**config.mk**
```make
export PLATFORM = sky130hd
export DESIGN_NAME = centroid_marker
export DESIGN_NICKNAME = d
export VERILOG_FILES = /design/src/rtl/centroid_marker_pkg.sv /design/src/rtl/centroid_marker_ema.sv /design/src/rtl/centroid_marker.sv
export SDC_FILE = /design/constraint.sdc
export NUM_CORES = 1
export LEC_CHECK = 0
export CORE_MARGIN = 2
export CORE_UTILIZATION = 55
export CTS_CLUSTER_DIAMETER = 50
export DETAILED_ROUTE_END_ITERATION = 7
export PLACE_DENSITY_LB_ADDON = 0.25
export RECOVER_POWER = 100
export SLEW_MARGIN = 20
export SYNTH_ARGS = -nofsm -noshare
export SYNTH_HDL_FRONTEND = slang
export SYNTH_HIERARCHICAL = 1
export SYNTH_SLANG_ARGS = --single-unit
```
**constraint.sdc**
```tcl
create_clock -name clk -period 4.8 [get_ports clk]
set_input_delay 1.44 -clock clk [delete_from_list [all_inputs] [get_ports clk]]
set_output_delay 1.44 -clock clk [all_outputs]
set_load 0.02 [all_outputs]
```
**src/rtl/centroid_marker_pkg.sv**
```systemverilog
// Shared video timing constants and marker FSM encoding.
package centroid_marker_pkg;

  localparam int unsigned H_ACTIVE = 1024;
  localparam int unsigned V_ACTIVE = 768;
  localparam int unsigned HCOUNT_W = 11;
  localparam int unsigned VCOUNT_W = 10;

  typedef enum logic {
    StIdle  = 1'b0,
    StTrack = 1'b1
  } state_e;

  // Unsigned distance; never wraps, so crosshair arms clip at frame edges.
  function automatic logic [HCOUNT_W-1:0] abs_diff(input logic [HCOUNT_W-1:0] a,
                                                   input logic [HCOUNT_W-1:0] b);
    return (a >= b) ? (a - b) : (b - a);
  endfunction

endpackage

```
**src/rtl/centroid_marker_ema.sv**
```systemverilog
// Per-axis 3/4-1/4 smoother: either loads the new sample or blends it in.
module ema_filter #(
  parameter int unsigned W = 11
) (
  input  logic [W-1:0] cur_i,
  input  logic [W-1:0] pend_i,
  input  logic         load_i,
  output logic [W-1:0] next_o
);

  logic [W+1:0] sum;

  // 3*cur + pend needs two extra bits; shift truncates toward zero.
  always_comb begin
    sum    = ({2'b00, cur_i} << 1) + {2'b00, cur_i} + {2'b00, pend_i};
    next_o = load_i ? pend_i : W'(sum >> 2);
  end

endmodule

```
**src/rtl/centroid_marker.sv**
```systemverilog
// Overlays a smoothed crosshair on the video at the latest centroid.
module centroid_marker
  import centroid_marker_pkg::*;
#(
  parameter int unsigned MARK_HALF      = 8,
  parameter logic [7:0]  MARK_COLOR     = 8'h80,
  parameter int unsigned TIMEOUT_FRAMES = 15
) (
  input  logic                clk,
  input  logic                reset,
  input  logic [HCOUNT_W-1:0] hcount,
  input  logic [VCOUNT_W-1:0] vcount,
  input  logic [7:0]          pixel_in,
  input  logic [HCOUNT_W-1:0] cx,
  input  logic [VCOUNT_W-1:0] cy,
  input  logic                c_valid,
  output logic [7:0]          pixel_out,
  output logic [HCOUNT_W-1:0] mx,
  output logic [VCOUNT_W-1:0] my,
  output logic                tracking
);

  localparam int unsigned MissW = $clog2(TIMEOUT_FRAMES + 1);

  state_e              state_q, state_d;
  logic [HCOUNT_W-1:0] mx_q, mx_d, pend_x_q, pend_x_d, ema_x;
  logic [VCOUNT_W-1:0] my_q, my_d, pend_y_q, pend_y_d, ema_y;
  logic                new_q, new_d;
  logic [MissW-1:0]    miss_q, miss_d, miss_inc;
  logic [7:0]          pix_q, pix_d;

  logic                frame_start;
  logic                visible;
  logic                hit;
  logic [HCOUNT_W-1:0] dist_h;
  logic [HCOUNT_W-1:0] dist_v;

  ema_filter #(.W(HCOUNT_W)) u_ema_x (
    .cur_i  (mx_q),
    .pend_i (pend_x_q),
    .load_i (state_q == StIdle),
    .next_o (ema_x)
  );

  ema_filter #(.W(VCOUNT_W)) u_ema_y (
    .cur_i  (my_q),
    .pend_i (pend_y_q),
    .load_i (state_q == StIdle),
    .next_o (ema_y)
  );

  // Position/FSM next state; moves only at frame start, c_valid latched last.
  always_comb begin
    state_d  = state_q;
    mx_d     = mx_q;
    my_d     = my_q;
    pend_x_d = pend_x_q;
    pend_y_d = pend_y_q;
    new_d    = new_q;
    miss_d   = miss_q;
    miss_inc = miss_q + MissW'(1);

    if (frame_start) begin
      if (new_q) begin
        // In IDLE the filters pass pending straight through.
        mx_d    = ema_x;
        my_d    = ema_y;
        state_d = StTrack;
        miss_d  = '0;
        new_d   = 1'b0;
      end else if (state_q == StTrack) begin
        miss_d = miss_inc;
        if (miss_inc == MissW'(TIMEOUT_FRAMES)) begin
          state_d = StIdle;
          miss_d  = '0;
        end
      end
    end

    // A coincident c_valid does not affect this frame's update but stays pending.
    if (c_valid) begin
      pend_x_d = cx;
      pend_y_d = cy;
      new_d    = 1'b1;
    end
  end

  // Marker hit test and registered output pixel.
  always_comb begin
    frame_start = (hcount == '0) && (vcount == '0);
    visible     = (hcount < HCOUNT_W'(H_ACTIVE)) && (vcount < VCOUNT_W'(V_ACTIVE));
    dist_h      = abs_diff(hcount, mx_q);
    dist_v      = abs_diff({1'b0, vcount}, {1'b0, my_q});
    hit         = (state_q == StTrack) &&
                  (((hcount == mx_q) && (dist_v <= HCOUNT_W'(MARK_HALF))) ||
                   ((vcount == my_q) && (dist_h <= HCOUNT_W'(MARK_HALF))));
    pix_d       = !visible ? 8'h00 : (hit ? MARK_COLOR : pixel_in);
  end

  // State registers with synchronous reset.
  always_ff @(posedge clk) begin
    if (reset) begin
      state_q  <= StIdle;
      mx_q     <= '0;
      my_q     <= '0;
      pend_x_q <= '0;
      pend_y_q <= '0;
      new_q    <= 1'b0;
      miss_q   <= '0;
      pix_q    <= 8'h00;
    end else begin
      state_q  <= state_d;
      mx_q     <= mx_d;
      my_q     <= my_d;
      pend_x_q <= pend_x_d;
      pend_y_q <= pend_y_d;
      new_q    <= new_d;
      miss_q   <= miss_d;
      pix_q    <= pix_d;
    end
  end

  assign pixel_out = pix_q;
  assign mx        = mx_q;
  assign my        = my_q;
  assign tracking  = (state_q == StTrack);

endmodule

```
==> qor.yml, run 1 <==
setup_violations: 0
post_cts_buffers: 0
status: "finished, violations left"
hold_class: "reg -> reg"
hold_viol_final: 0
syn2layout_area_growth_pct: 18.43
postLayoutCellArea_um2: 6842
cts_resized: 0
coreArea_um2: 10280
arrival_ps: 4590
async_reset_ff_share_pct: 0
wl_met3_um: 993
worst_setup_path_start_kind: "input pin"
die_x_um: 106.5
root_buffer: "clkbuf_8"
track_usage_pct: 28.23
path_clk_slew_ps: 110
rows: 37
cts_buffers: 5
tns_ps: 0
fin_skew_ps: 11.84
grt_max_degree: 50
yosys_warnings: 6
critPathMaxStageDelay_ps: 590
dpl-instance-area_um2: 6764
violations: "capacitance limit, slew limit"
nNetsFinal: 957
ir_worst_vdd_v: 0.0001336
synth_edf_count: 0
rrSetupSlack_ps: 1570
max_cap_viol_count: 1
ys_ff_latch: 56
wl_met2_um: 7443
place_congestion: 0.9257
routed_wl_um: 15520
fillers: 881
total_power_w: 0.001047
synth_fp_nets: 880
initial_core_util_pct: 56.21
worstPathCellList: "dlygate4sd3_1 > inv_1 > ha_1 > a211oi_2 > nor2_1 > or3_4 > a31o_4 > or4_1 > o311ai_1 > nand4b_2 > o32ai_4 > nor2_1"
fmaxAchievable_ghz: 0.2282
clk_latency_ps: 330
p_leak_nw: 2.953
numPortBuffers: 82
ys_seq_area_share_pct: 19.41
synth_largest_area_cell: "dfxtp_1"
maxSlewViolCount: 23
cts_sinks: 56
yosys-top-cells-area: "dfxtp_1 (19%), ha_1 (13%), fa_1 (7.3%), nand2_1 (6.0%), a21oi_1 (5.5%)"
die_h_um: 106.5
dp_hpwl_um: 12200
n_antenna_cell: 0
cp.required_ps: 5010
register_area_um2: 1121
m1WireLength_um: 6805
synth.top_cell.area_share_pct: 19.41
cts_tree: "done"
instances_no_fill: 958
ys_types: 74
worst-path-buf-inv: 2
tightest_slew_ps: 1620
fin_crit_ps: 4383
path_common_cell: "nor2_1"
rsz0062_at_grt: "no"
crit_family: "simple AND/OR/NAND/NOR gates"
die-area_um2: 11340
worstSetupPathType: "in -> reg"
drive_above_1_share_pct: 4.866
vias: 5731
grt_pass1_wl_um: 26120
slowest_stage: "dlygate4sd3_1"
antenna_found_initial: 0
crit_fanout: 7
syn-cell-area_um2: 5777
viasPerCell: 5.982
clockBufferDepth: 2
htree_levels: 2
ant_nets: 0
ctsHoldBuffers: 0
multi_input_area_um2: 4297
grt_pass1_vias: 5499
final_util_pct: 66.57
p_per_area_nw_per_um2: 153.0
synthFlopType: "dfxtp_1"
drc: 0
synth.most_common_cell: "nand2_1"
grt_overflow_total: 0
wl_per_cell_um: 16.20
dr.pass1.iters: 5
max_slew_margin_pct: -8.006
cp-end-kind: "register"
top_layer: "met4"
synth_common_cells: "nand2_1 (92), nor2_1 (69), a21oi_1 (64), inv_1 (64), ha_1 (62)"
synthCells: 744
drt_iter0_markers: 346
fin_crit_sh_pct: 91.31
avgSynthCellArea_um2: 7.765
io_pins: 83
dp.cells: 950
-- worst paths after layout --
kind,start,end,depth (start not counted)
setup / recovery,hcount[8],pixel_out[5],12
setup reg to reg,mx[5],pixel_out[5],10
hold / removal,miss_q[3],miss_q[3],2
hold reg to reg,miss_q[3],miss_q[3],2
-- routing by layer --
metal / global-route usage (%) / vias to the layer above
met5: 0 / -
met4: 8.071 / 0
met3: 3.311 / 24
met2: 48.17 / 200
met1: 37.68 / 2715
li1: - / 2792
-- cell usage in the layout, fill, tap and decap left out, types with 7 or more instances in the layout --
master / netlist / layout
nor4_1: 7 / 7
inv_1: 64 / 64
xor2_1: 9 / 9
o21a_1: 8 / 8
nor2_1: 69 / 69
a21o_1: 10 / 10
ha_1: 62 / 62
nand2b_1: 14 / 14
xnor2_1: 11 / 11
nand3_1: 11 / 11
a211oi_1: 11 / 11
o21ai_0: 34 / 35
o31ai_1: 7 / 7
fa_1: 21 / 21
dlygate4sd3_1: 0 / 33
nor3_1: 20 / 20
nand4_1: 8 / 8
buf_4: 0 / 11
nand2_1: 92 / 92
mux2i_1: 25 / 25
clkdlybuf4s50_1: 0 / 48
a31oi_1: 7 / 7
a21oi_1: 64 / 64
dfxtp_1: 56 / 56
-- where the power goes --
part	leakage [nW]	internal, W	total, W	switching (W)
combinational	2.45	0.000127	0.000270	0.000143
sequential	0.457	0.000478	0.000489	0.0000114
clock	0.0463	0.000108	0.000287	0.000179
-- registers in the layout, summed over array words and instances (netlist names) --
register / count
miss_q: 4
mx: 11
my: 10
new_q: 1
pend_x_q: 11
pend_y_q: 10
pixel_out: 8
tracking: 1
-- cell type report --
| class | instances | share of cell area, % |
|---|---|---|
| clock buffers | 5 | 1.006 |
| inverters | 64 | 3.511 |
| multi-input cells | 596 | 62.80 |
| clock inverters | 3 | 0.4023 |
| well taps | 136 | 2.487 |
| flip-flops and latches | 56 | 16.39 |
| repair buffers | 98 | 13.41 |
-- stage by stage --
step                      setup WS [ps]  hold WS [ps]
after global routing              155.1         551.0
final                             417.0         518.1
after floorplan                   779.6         469.8
after detailed placement          121.9         493.0
after global placement            165.5         486.1
after CTS                         462.4         507.6
-- cells by family (layout without fill, tap and decap cells) --
logic type,after synthesis,after routing,synth area share [%]
simple gates,268,268,22.53
buf+inv,92,170,6.216
compound gates,200,200,23.78
flops,56,56,19.41
fa+ha+maj,83,83,20.71
mux,25,25,4.332
xor+xnor,20,20,3.032
-- worst reg2reg max path, stage by stage, from the launching register on --
cell      delay (ps)
dfxtp_1          550
ha_1             430
nand3_1          170
nor3_1            80
or3_4            380
a31o_4           220
or4_1            470
o311ai_1         120
nand4b_2         190
o32ai_4          420
nor2_1           100
Note: power is estimated with default switching activity, not from simulation.
==> inputs of run 2 (changes only) <==
Settings changed: MAX_ROUTING_LAYER from default to met4.
==> qor.yml, run 2 (same netlist as run 1, synthesis figures left out) <==
worstSetupPathType: "in -> reg"
htree_levels: 2  # unchanged
setup_violations: 0  # unchanged
p_sw_w: 0.0003145  # -5.8%
grt_max_degree: 50  # unchanged
dp_hpwl_um: 12130  # -0.55%
p_int_w: 0.0007149  # +0.29%
drc: 0  # unchanged
ant_nets: 0  # unchanged
vias: 5686  # -0.79%
io_pins: 83  # unchanged
wl_per_cell_um: 15.96  # -1.5%
path_clk_slew_ps: 100  # about the same
tns_ps: 0  # unchanged
violations: "capacitance limit, slew limit"
nNetsFinal: 963  # +0.63%
cp-end-kind: "register"
ctsHoldBuffers: 0  # unchanged
status: "finished, violations left"
ir_worst_vdd_v: 0.0001502  # +12%
initial_core_util_pct: 56.21  # unchanged
cts_buffers: 5  # unchanged
n_antenna_cell: 0  # unchanged
fmaxAchievable_ghz: 0.2277  # -0.19%
max_cap_viol_count: 1  # unchanged
grt_pass1_wl_um: 25960  # -0.61%
arrival_ps: 4590  # about the same
maxSlewViolCount: 23  # unchanged
total_power_w: 0.001029  # -1.7%
sequentialPowerShare_pct: 47.5  # +0.7 points
clk_latency_ps: 320  # about the same
sw_frac_of_total_pct: 30.55  # -1.3 points
rrSetupSlack_ps: 1550  # -20 ps
final_cell_mix: "nand2_1 (92), nor2_1 (69), inv_1 (64), a21oi_1 (64), ha_1 (62)"
root_buffer: "clkbuf_8"
dr.pass1.iters: 5  # unchanged
hold_viol_final: 0  # unchanged
drt_iter0_markers: 289  # -16%
routed_wl_um: 15380  # -0.85%
drive_above_1_share_pct: 5.435  # +0.57 points
worst_setup_path_start_kind: "input pin"
tightest_slew_ps: 1666  # +45.44 ps
die_h_um: 106.5  # unchanged
hold_class: "reg -> reg"
cts_resized: 0  # unchanged
cts_tree: "done"
place_congestion: 0.9805  # +5.9%
fillers: 934  # +6.0%
fin_crit_sh_pct: 91.49  # +0.17 points
crit_fanout: 12  # +5
grt_pass1_vias: 5455  # -0.80%
track_usage_pct: 28.64  # +0.40 points
cts_sinks: 56  # unchanged
layout_commonest_cell: "nand2_1"
die-area_um2: 11340  # unchanged
die_x_um: 106.5  # unchanged
rows: 37  # unchanged
post_cts_buffers: 0  # unchanged
p_clk_share_pct: 25.9  # -1.5 points
final_util_pct: 66.95  # +0.38 points
rsz0062_at_grt: "no"
antenna_found_initial: 0  # unchanged
numPortBuffers: 82  # unchanged
fin_crit_ps: 4391  # +8.354 ps
combPwrFrac_pct: 26.6  # +0.8 points
syn2layout_area_growth_pct: 19.10
cp.required_ps: 4990  # -20 ps
p_per_area_nw_per_um2: 149.6  # -2.2%
viasPerCell: 5.898  # -1.4%
coreArea_um2: 10280  # unchanged
p_leak_nw: 2.981  # +0.94%
clockBufferDepth: 2  # unchanged
max_slew_margin_pct: -11.04  # -3.0 points
grt_overflow_total: 0  # unchanged
fin_skew_ps: 14.56  # +2.718 ps
==> run 2: final timing paths <==
| kind | startpoint | endpoint | cells after the start |
|---|---|---|---|
| max | hcount[5] | pixel_out[3] | 12 |
| min | new_q | tracking | 2 |
| max reg2reg | mx[5] | pixel_out[3] | 10 |
| min reg2reg | new_q | tracking | 2 |
==> run 2: worst max-delay path, stage by stage <==
cell and delay, ps:
clkdlybuf4s50_1 480, inv_1 70, ha_1 440, nand3_1 180, nor3_1 80, or3_4 380
a31o_4 210, or4_1 460, o311ai_1 140, nand4b_2 190, o32ai_4 410, nor2_1 90
==> run 2: layout make-up <==
class | instances | area, um2 | area share [%]
timing repair buffer | 104 | 962.2 | 13.98
sequential | 56 | 1121 | 16.29
tap | 136 | 170.2 | 2.473
multi-input combinational | 596 | 4297 | 62.45
clock inverter | 2 | 17.52 | 0.2546
clock buffer | 6 | 72.57 | 1.055
inverter | 64 | 240.2 | 3.492
==> run 2: power by group through the flow <==
| stage | Sequential [W] | Combinational (W) | Clock, W |
|---|---|---|---|
| CTS | 0.000489 | 0.000272 | 0.000279 |
| detailed placement | 0.000500 | 0.000270 | 0 |
| global route | 0.000491 | 0.000302 | 0.000296 |
| global placement | 0.000499 | 0.000267 | 0 |
| floorplan | 0.000500 | 0.000166 | 0 |
| finish | 0.000489 | 0.000274 | 0.000267 |
==> run 2: metal layers <==
metal	global-route usage, %	part of all wire [%]
met5	-	0
met4	7.514	2.0
met3	2.820	4.6
met2	46.84	48
met1	38.20	46
==> run 2: stage by stage <==
stage / std cells / instance area, um2 / setup slack [ps] / hold slack, ps
global route: 964 / 6880 / 53.76 / 553.6
detailed placement: 956 / 6809 / 80.54 / 511.5
CTS: 964 / 6899 / 414.6 / 520.4
floorplan: 744 / 5777 / 779.6 / 469.8
finish: 964 / 6880 / 408.6 / 521.7
global placement: 956 / 6809 / 164.0 / 481.8
